File: src/rtl/apb_pkg.sv
// rtl/apb_pkg.sv - shared types, slot geometry and address decode for the APB requester.
package apb_pkg;

    typedef enum logic [1:0] {
        IDLE   = 2'd0,
        SETUP  = 2'd1,
        ACCESS = 2'd2,
        RESP   = 2'd3
    } apb_state_e;

    localparam int APB_SLOT_SHIFT = 12;
    localparam int APB_IDX_W_MAX  = 16;

    typedef struct packed {
        logic                     hit;
        logic [APB_IDX_W_MAX-1:0] idx;
    } apb_decode_t;

    // Operands are widened to 64 bits so the same function serves any ADDR_WIDTH up to 64.
    function automatic apb_decode_t apb_decode(
        input logic [63:0] addr,
        input logic [63:0] base,
        input int unsigned num_slaves
    );
        apb_decode_t res;
        logic [63:0] slot;
        slot    = (addr - base) >> APB_SLOT_SHIFT;
        res.hit = (addr >= base) && (slot < 64'(num_slaves));
        res.idx = slot[APB_IDX_W_MAX-1:0];
        return res;
    endfunction

endpackage

File: src/rtl/apb_addr_decoder.sv
// rtl/apb_addr_decoder.sv - combinational peripheral-window decode: address to hit, slot index and one-hot select.
module apb_addr_decoder #(
    parameter int unsigned             ADDR_WIDTH = 32,
    parameter int unsigned             NUM_SLAVES = 4,
    parameter logic [ADDR_WIDTH-1:0]   BASE_ADDR  = ADDR_WIDTH'(32'h1000_0000),
    parameter int unsigned             IDX_W      = (NUM_SLAVES > 1) ? $clog2(NUM_SLAVES) : 1
) (
    input  logic [ADDR_WIDTH-1:0] i_addr,
    output logic                  o_hit,
    output logic [IDX_W-1:0]      o_idx,
    output logic [NUM_SLAVES-1:0] o_sel
);
    import apb_pkg::*;

    apb_decode_t w_dec;

    always_comb begin
        w_dec = apb_decode(64'(i_addr), 64'(BASE_ADDR), NUM_SLAVES);
        o_hit = w_dec.hit;
        o_idx = w_dec.hit ? w_dec.idx[IDX_W-1:0] : '0;
        o_sel = '0;
        // Full-width index compare keeps out-of-range slots from aliasing onto a low select bit.
        for (int i = 0; i < int'(NUM_SLAVES); i++) begin
            o_sel[i] = w_dec.hit && (w_dec.idx == APB_IDX_W_MAX'(i));
        end
    end

endmodule

File: src/rtl/apb_requester.sv
// rtl/apb_requester.sv - APB3 requester bridging the core load/store port onto the peripheral bus.
// Optional ACCESS-phase timeout enabled by defining APB_REQ_TIMEOUT_EN.
module apb_requester #(
    parameter int unsigned           ADDR_WIDTH     = 32,
    parameter int unsigned           DATA_WIDTH     = 32,
    parameter int unsigned           NUM_SLAVES     = 4,
    parameter logic [ADDR_WIDTH-1:0] BASE_ADDR      = ADDR_WIDTH'(32'h1000_0000),
    parameter int unsigned           TIMEOUT_CYCLES = 255
) (
    input  logic                             clk,
    input  logic                             rst,
    input  logic                             req_valid,
    output logic                             req_ready,
    input  logic                             req_write,
    input  logic [ADDR_WIDTH-1:0]            req_addr,
    input  logic [DATA_WIDTH-1:0]            req_wdata,
    output logic                             rsp_valid,
    output logic [DATA_WIDTH-1:0]            rsp_rdata,
    output logic                             rsp_err,
    output logic [ADDR_WIDTH-1:0]            PADDR,
    output logic [NUM_SLAVES-1:0]            PSEL,
    output logic                             PENABLE,
    output logic                             PWRITE,
    output logic [DATA_WIDTH-1:0]            PWDATA,
    input  logic [NUM_SLAVES*DATA_WIDTH-1:0] PRDATA,
    input  logic [NUM_SLAVES-1:0]            PREADY,
    input  logic [NUM_SLAVES-1:0]            PSLVERR
);
    import apb_pkg::*;

    localparam int unsigned IDX_W = (NUM_SLAVES > 1) ? $clog2(NUM_SLAVES) : 1;

    apb_state_e              r_state;
    apb_state_e              w_next;
    logic                    r_write;
    logic [ADDR_WIDTH-1:0]   r_addr;
    logic [DATA_WIDTH-1:0]   r_wdata;
    logic [DATA_WIDTH-1:0]   r_rdata;
    logic                    r_err;
    logic [IDX_W-1:0]        r_idx;
    logic [NUM_SLAVES-1:0]   r_sel;

    logic                    w_hit;
    logic [IDX_W-1:0]        w_idx;
    logic [NUM_SLAVES-1:0]   w_sel;
    logic                    w_ready;
    logic                    w_slverr;
    logic [DATA_WIDTH-1:0]   w_prdata;
    logic                    w_timeout;

    apb_addr_decoder #(
        .ADDR_WIDTH (ADDR_WIDTH),
        .NUM_SLAVES (NUM_SLAVES),
        .BASE_ADDR  (BASE_ADDR),
        .IDX_W      (IDX_W)
    ) u_decoder (
        .i_addr (req_addr),
        .o_hit  (w_hit),
        .o_idx  (w_idx),
        .o_sel  (w_sel)
    );

    // Only the latched slot's completer signals are ever looked at.
    assign w_ready  = PREADY[r_idx];
    assign w_slverr = PSLVERR[r_idx];
    assign w_prdata = PRDATA[r_idx*DATA_WIDTH +: DATA_WIDTH];

`ifdef APB_REQ_TIMEOUT_EN
    localparam int unsigned TMO_W = ($clog2(TIMEOUT_CYCLES + 1) > 8) ? $clog2(TIMEOUT_CYCLES + 1) : 8;

    logic [TMO_W-1:0] r_tmo_cnt;

    always_ff @(posedge clk or posedge rst) begin
        if (rst) begin
            r_tmo_cnt <= '0;
        end else if (r_state == SETUP) begin
            r_tmo_cnt <= '0;
        end else if ((r_state == ACCESS) && !w_ready) begin
            r_tmo_cnt <= r_tmo_cnt + TMO_W'(1);
        end
    end

    // Fires in the wait cycle that brings the count to TIMEOUT_CYCLES; a PREADY in that cycle wins.
    assign w_timeout = (r_state == ACCESS) && !w_ready &&
                       (r_tmo_cnt == TMO_W'(TIMEOUT_CYCLES - 1));
`else
    wire w_unused_tmo = (TIMEOUT_CYCLES == 0);
    assign w_timeout = 1'b0;
`endif

    always_ff @(posedge clk or posedge rst) begin
        if (rst) begin
            r_state <= IDLE;
        end else begin
            r_state <= w_next;
        end
    end

    always_comb begin
        w_next = r_state;
        case (r_state)
            IDLE: begin
                if (req_valid) begin
                    w_next = w_hit ? SETUP : RESP;
                end
            end
            SETUP:   w_next = ACCESS;
            ACCESS: begin
                if (w_ready || w_timeout) begin
                    w_next = RESP;
                end
            end
            RESP:    w_next = IDLE;
            default: w_next = IDLE;
        endcase
    end

    always_ff @(posedge clk or posedge rst) begin
        if (rst) begin
            r_write <= 1'b0;
            r_addr  <= '0;
            r_wdata <= '0;
            r_rdata <= '0;
            r_err   <= 1'b0;
            r_idx   <= '0;
            r_sel   <= '0;
        end else begin
            case (r_state)
                IDLE: begin
                    if (req_valid) begin
                        r_write <= req_write;
                        r_addr  <= req_addr;
                        r_wdata <= req_wdata;
                        r_idx   <= w_idx;
                        r_sel   <= w_sel;
                        r_err   <= !w_hit;
                        r_rdata <= '0;
                    end
                end
                ACCESS: begin
                    if (w_ready) begin
                        r_rdata <= (r_write || w_slverr) ? '0 : w_prdata;
                        r_err   <= w_slverr;
                    end else if (w_timeout) begin
                        r_rdata <= '0;
                        r_err   <= 1'b1;
                    end
                end
                default: begin
                end
            endcase
        end
    end

    // Bus outputs decode straight from state so an asynchronous reset drops them at once.
    assign req_ready = (r_state == IDLE);
    assign PSEL      = ((r_state == SETUP) || (r_state == ACCESS)) ? r_sel : '0;
    assign PENABLE   = (r_state == ACCESS);
    assign PADDR     = r_addr;
    assign PWRITE    = r_write;
    assign PWDATA    = r_wdata;
    assign rsp_valid = (r_state == RESP);
    assign rsp_rdata = rsp_valid ? r_rdata : '0;
    assign rsp_err   = rsp_valid & r_err;

endmodule

File: config.mk
export PLATFORM = sky130hd
export DESIGN_NAME = apb_requester
export DESIGN_NICKNAME = d
export VERILOG_FILES = /design/src/rtl/apb_pkg.sv /design/src/rtl/apb_addr_decoder.sv /design/src/rtl/apb_requester.sv
export SDC_FILE = /design/constraint.sdc
export NUM_CORES = 1
export LEC_CHECK = 0
export BUFFER_PORTS_ARGS = -buffer_cell sky130_fd_sc_hd__buf_4
export CORE_MARGIN = 1
export CORE_UTILIZATION = 30
export DETAILED_ROUTE_END_ITERATION = 6
export SKIP_CTS_REPAIR_TIMING = 1
export SLEW_MARGIN = 30
export SYNTH_ARGS = -nofsm -noshare
export SYNTH_HDL_FRONTEND = slang
export SYNTH_SLANG_ARGS = --single-unit
File: constraint.sdc
create_clock -name clk -period 5.25 [get_ports clk]
set_input_delay 1.05 -clock clk [delete_from_list [all_inputs] [get_ports clk]]
set_output_delay 1.05 -clock clk [all_outputs]
set_load 0.02 [all_outputs]
; ---- After elaboration in Yosys (flattened, before gate mapping)
; Cells that the tools add are included.
[op_classes]
n_addsub = 1
order_cmp = 3
n_eq_ne = 8
shifts = 1
muxes = 18
bitwise = 1
n_reduce_logical = 14
[ops]
columns = cell, count
row1 = $mux W32, 4
row2 = $shiftx A128 B8 Y32, 1
row3 = $pmux W32 S2, 1
row4 = $lt A52 B3 Y1 const B, 1
row5 = $sub A32 B29 Y33 const B, 1
row6 = $eq A16 B2 Y1 const B, 2
row7 = $ge A32 B29 Y1 const B, 1
row8 = $eq A16 B1 Y1 const B, 1
row9 = $logic_not A16 Y1, 1
row10 = $mux W2, 4
row11 = $pmux W2 S4, 1
row12 = $logic_and A1 B1 Y1, 5
row13 = $bmux W1 S2, 2
row14 = $eq A2 B2 Y1 const B, 2
row15 = $mux W1, 4
row16 = $mux W4, 1
row17 = $reduce_and A2 Y1, 2
row18 = $lt A2 B3 Y1 const B, 1
row19 = $reduce_and A3 Y1, 1
row20 = $eq A2 B1 Y1 const B, 1
row21 = $logic_not A2 Y1, 1
row22 = $logic_or A1 B1 Y1, 2
row23 = $ne A2 B1 Y1 const B, 1
row24 = $ne A2 B2 Y1 const B, 1
row25 = other kinds (4), 4
[word_totals]
register_bits = 106
input_bits = 204
output_inout_bits = 105
elab_cells = 54

; ---- Depth between registers and ports, before layout
[depth]
word_depth = 6
ltp_mapped = 8
ltp_nobuf = 6

; ---- Hierarchy
; From an unflattened synthesis, not the netlist that was laid out.
[unflattened]
cells_unflattened = 428
area_unflattened_um2 = 5756.8
[by_module_without_submodules]
columns = module, instances, cells_per_inst, area_per_inst_um2, seq_area_each_um2
row1 = apb_requester, 1, 412, 5665.4, 2652.5
row2 = apb_addr_decoder, 1, 16, 91.3, 0.0

; ---- Worst setup path after synthesis
; No wires, ideal clock.
[synth_timing]
path_type = input-to-reg
from = input port req_valid
to = register r_wdata[10] (netlist: PWDATA[10])
setup_ns = 0.125
arrival_time_ns = 2.194
t_required_ns = 5.125
setup_slack_ns = 2.931
stages = 4
n_path_buf = 2
cell_sequence = nand2_1 -> buf_1 -> buf_1 -> mux2_2
[synth_between]
elab_chain_cells = 1
[synth_lines]
columns = item, line_no
row1 = from (decl), apb_requester.sv:12  ; input logic req_valid,
row2 = $reduce_and A2 Y1 (no line), --
row3 = to (signal assigned), apb_requester.sv:133  ; r_wdata <= req_wdata;
row4 = to (decl), apb_requester.sv:37  ; logic [DATA_WIDTH-1:0] r_wdata;
; No other way between the ends.
; A chain may end at the register's enable or synchronous reset.

; ---- Final worst setup path
[layout_timing]
from = register r_state[1]
to = output port rsp_rdata[18]
[layout_between]
elab_chain_cells = 2
[layout_lines]
columns = item, line_no
row1 = from (decl), apb_requester.sv:33  ; apb_state_e r_state;
row2 = from (signal assigned), apb_requester.sv:95  ; r_state <= w_next;
row3 = $eq A2 B2 Y1, apb_requester.sv:162  ; assign rsp_valid = (r_state == RESP);
row4 = $mux W32, apb_requester.sv:163  ; assign rsp_rdata = rsp_valid ? r_rdata : '0;
row5 = to (decl), apb_requester.sv:18  ; output logic [DATA_WIDTH-1:0] rsp_rdata,
; No other way between the ends.

==> results.md <==
- Worst slew margin: 40.9%
- Fin area: 8460 µm²
- Mean Syn Cell Area: 13.6 µm²
- CP endpoint kind: output port
- Worst skew pair latency: 360 ps
- Inserted Diodes: 0
- CTS tree: yes
- Worst setup path class: reg2out
- Final setup viols: 0
- Pwr Total: 4.00 mW
- Post-synthesis xor/xnor area fraction: 0%
- Synth Register Bits: 106
- EDFF count, synth: 0
- Row count: 49
- Cells after Synth: 414
- Max Cap Violations: 0
- Antenna Nets Post-Route: 0
- Detailed Routing Iterations Pass 1: 7
- Vias: 4419
- Die Y: 139 µm
- Final period util: 52.5%
- Nets: 914
- Post-Synth Adder-Cell Area: 0.666%
- Share of flip-flops with an asynchronous set or reset: 100%
- WL/cell: 17.5 µm
- Leading cell types by count after synthesis: dfrtp_1, mux2_2, nand2_1, and2_1, mux4_2
- Worst slew pin tran: 886 ps
- 1st-iter DRT viols: 201
- Largest net degree at the start of global routing: 78
- Die Area: 19300 µm²
- Dpl hpwl: 12700 µm
- Most used DFF post-synth: dfrtp_1
- Netlist cell types: 31
- Cell Area, Synth: 5640 µm²
- Final Wtd Congestion: 0.828
- DRC viols: 21
- H-tree Lvls: 3
- First-pass GRT wire length: 26400 µm
- Failing checks: design-rule violations
- Starting Density: 31.0%
- Total CTS buffers: 9
- Simple-Gate Fraction of Synth Area: 16.2%
- Mapped Nets: 621
- Area growth syn-to-layout: 50.0%
- Post-Route WL: 16500 µm
- Via/cell ratio: 4.70
- Placed cell areas: 8130 µm²
- CP required: 4200 ps
- Initial antenna violation count: 0
- Core Area: 18200 µm²
- RSZ-0062 raised after global routing: no
- Yosys warnings: 0
- Worst Path Max Fanout: 34
- Clock sinks: 106
- Hold crit path type: reg2reg
- PD cells: 473 nW/µm²
- P_leak: 4.13 nW
- Maximum vdd drop: 0.000303 V
- Multi-input logic area: 2840 µm²
- Status: finished, violations left
- Yosys top cell by area: dfrtp_1
- # IOs: 309
- TNS Setup: 0 ps
- Leading post-synthesis cells by cell area: dfrtp_1, mux4_2, mux2_2, nand2b_4, o21ai_2
- Layout cells sized above 1: 69.2%
- Die W: 139 µm
- Compound-Gate Fraction of Synth Area: 6.44%
- I/O Buffers: 308
- Grt total ovfl: 0
- Pins Over Slew Limit: 0
- Fmax: 0.363 GHz
- Final Hold Viols: 0
- Worst Skew: 8.50 ps
- Sequential share of the synthesized area: 47.0%
- Post-synthesis mux area share: 26.6%
- FF/Latch Area: 2660 µm²
- Fin crit period: 2750 ps
- Clock buffer depth: 2
- Crit path launch type: flip-flop
- Area share of the largest cell type after synthesis: 47.0%
- Vias in the first global route: 4932
- CP arrival: 1700 ps
- Clock slew at reported path FFs: 80 ps
- Clk root buf: clkbuf_16
- Fillers: 1663
- Most common cell in the netlist: dfrtp_1
- Largest family of logic cells by synthesized area: multiplexers
- GR Util All Layers: 17.6%
[routing by layer]
| metal | vias to the layer above | share of wire (%) | global-route usage, % |
|---|---|---|---|
| met5 | - | 0 | 0 |
| met4 | 0 | 1.6 | 5.91 |
| met3 | 17 | 7.9 | 4.63 |
| met2 | 195 | 50 | 30.5 |
| met1 | 2145 | 40 | 21.1 |
| li1 | 2062 | - | - |
[power breakdown]
part	total (mW)	switching, mW	internal, mW
Sequential	1.36	0.194	1.17
Clock	0.719	0.336	0.384
Combinational	1.91	0.996	0.918
[final cells by class]
class | instances | area share, %
timing repair buffer | 311 | 27.6
sequential | 106 | 31.4
clock inverter | 7 | 1.11
tap | 229 | 3.39
multi-input combinational | 274 | 33.5
clock buffer | 9 | 2.66
inverter | 5 | 0.281
[flip-flops by register name (all words and copies together), names as in the netlist]
register	count
r_err	1
r_sel	4
PWRITE	1
PADDR	32
r_state	2
r_idx	2
r_rdata	32
PWDATA	32
[cells by family after synthesis]
logic type,after synthesis
buffers and inverters,34
DFF,106
and+or+nand+nor,128
muxes,99
adders and majority gates,3
AOI/OAI and AO/OA,44
[path summary, 6_finish.rpt]
path / start / end / slack (ps) / cells after the start
setup / recovery: r_state[1]$_DFFE_PP0P_ / rsp_rdata[18] / 2500 / 3
hold / removal: r_rdata[6]$_DFFE_PP0P_ / r_rdata[6]$_DFFE_PP0P_ / 470 / 2
setup reg to reg: r_idx[1]$_DFFE_PP0P_ / r_rdata[1]$_DFFE_PP0P_ / 2700 / 5
hold reg to reg: r_rdata[6]$_DFFE_PP0P_ / r_rdata[6]$_DFFE_PP0P_ / 470 / 2
max in group asynchronous: rst / r_rdata[0]$_DFFE_PP0P_ / 3550 / 3
min in group asynchronous: rst / PADDR[0]$_DFFE_PP0P_ / 760 / 2
[metrics by stage]
stage	util, %	cells	hold slack, ps	setup slack (ps)
floorplan	-	414	441	1410
finish	46.4	941	471	2500
global route	46.4	941	504	2350
detailed placement	44.6	925	458	2410
global placement	44.6	925	454	2450
CTS	46.4	941	475	2420
[worst max-delay path: stages (launching register included)]
cell	delay, ps
dfrtp_1	400
ha_2	530
and2_1	240
buf_4	150
[cells in the final DEF, fill, tap and decap left out]
master        n
buf_4       311
dfrtp_1     104
mux2_2       65
nand2_1      40
and2_1       37
mux4_2       34
nand2b_4     30
o21ai_2      30
clkbuf_16     9
nand3_1       5
inv_1         4
nor2_1        4
nand2b_1      3
o31ai_1       3
o21ai_0       3
o21ai_1       2
inv_6         2
and3_1        2
nor4_1        2
nor3_1        2
ha_1          2
inv_8         2
dfrtp_2       2
or3_4         1
o21ai_4       1
nand2_8       1
nor4b_1       1
a32o_1        1
a21boi_0      1
o22a_1        1
o32ai_1       1
a2bb2oi_1     1
ha_2          1
clkinvlp_4    1
clkinv_8      1
bufinv_16     1
clkinv_4      1
No activity file was read; power rests on OpenSTA's default activity.
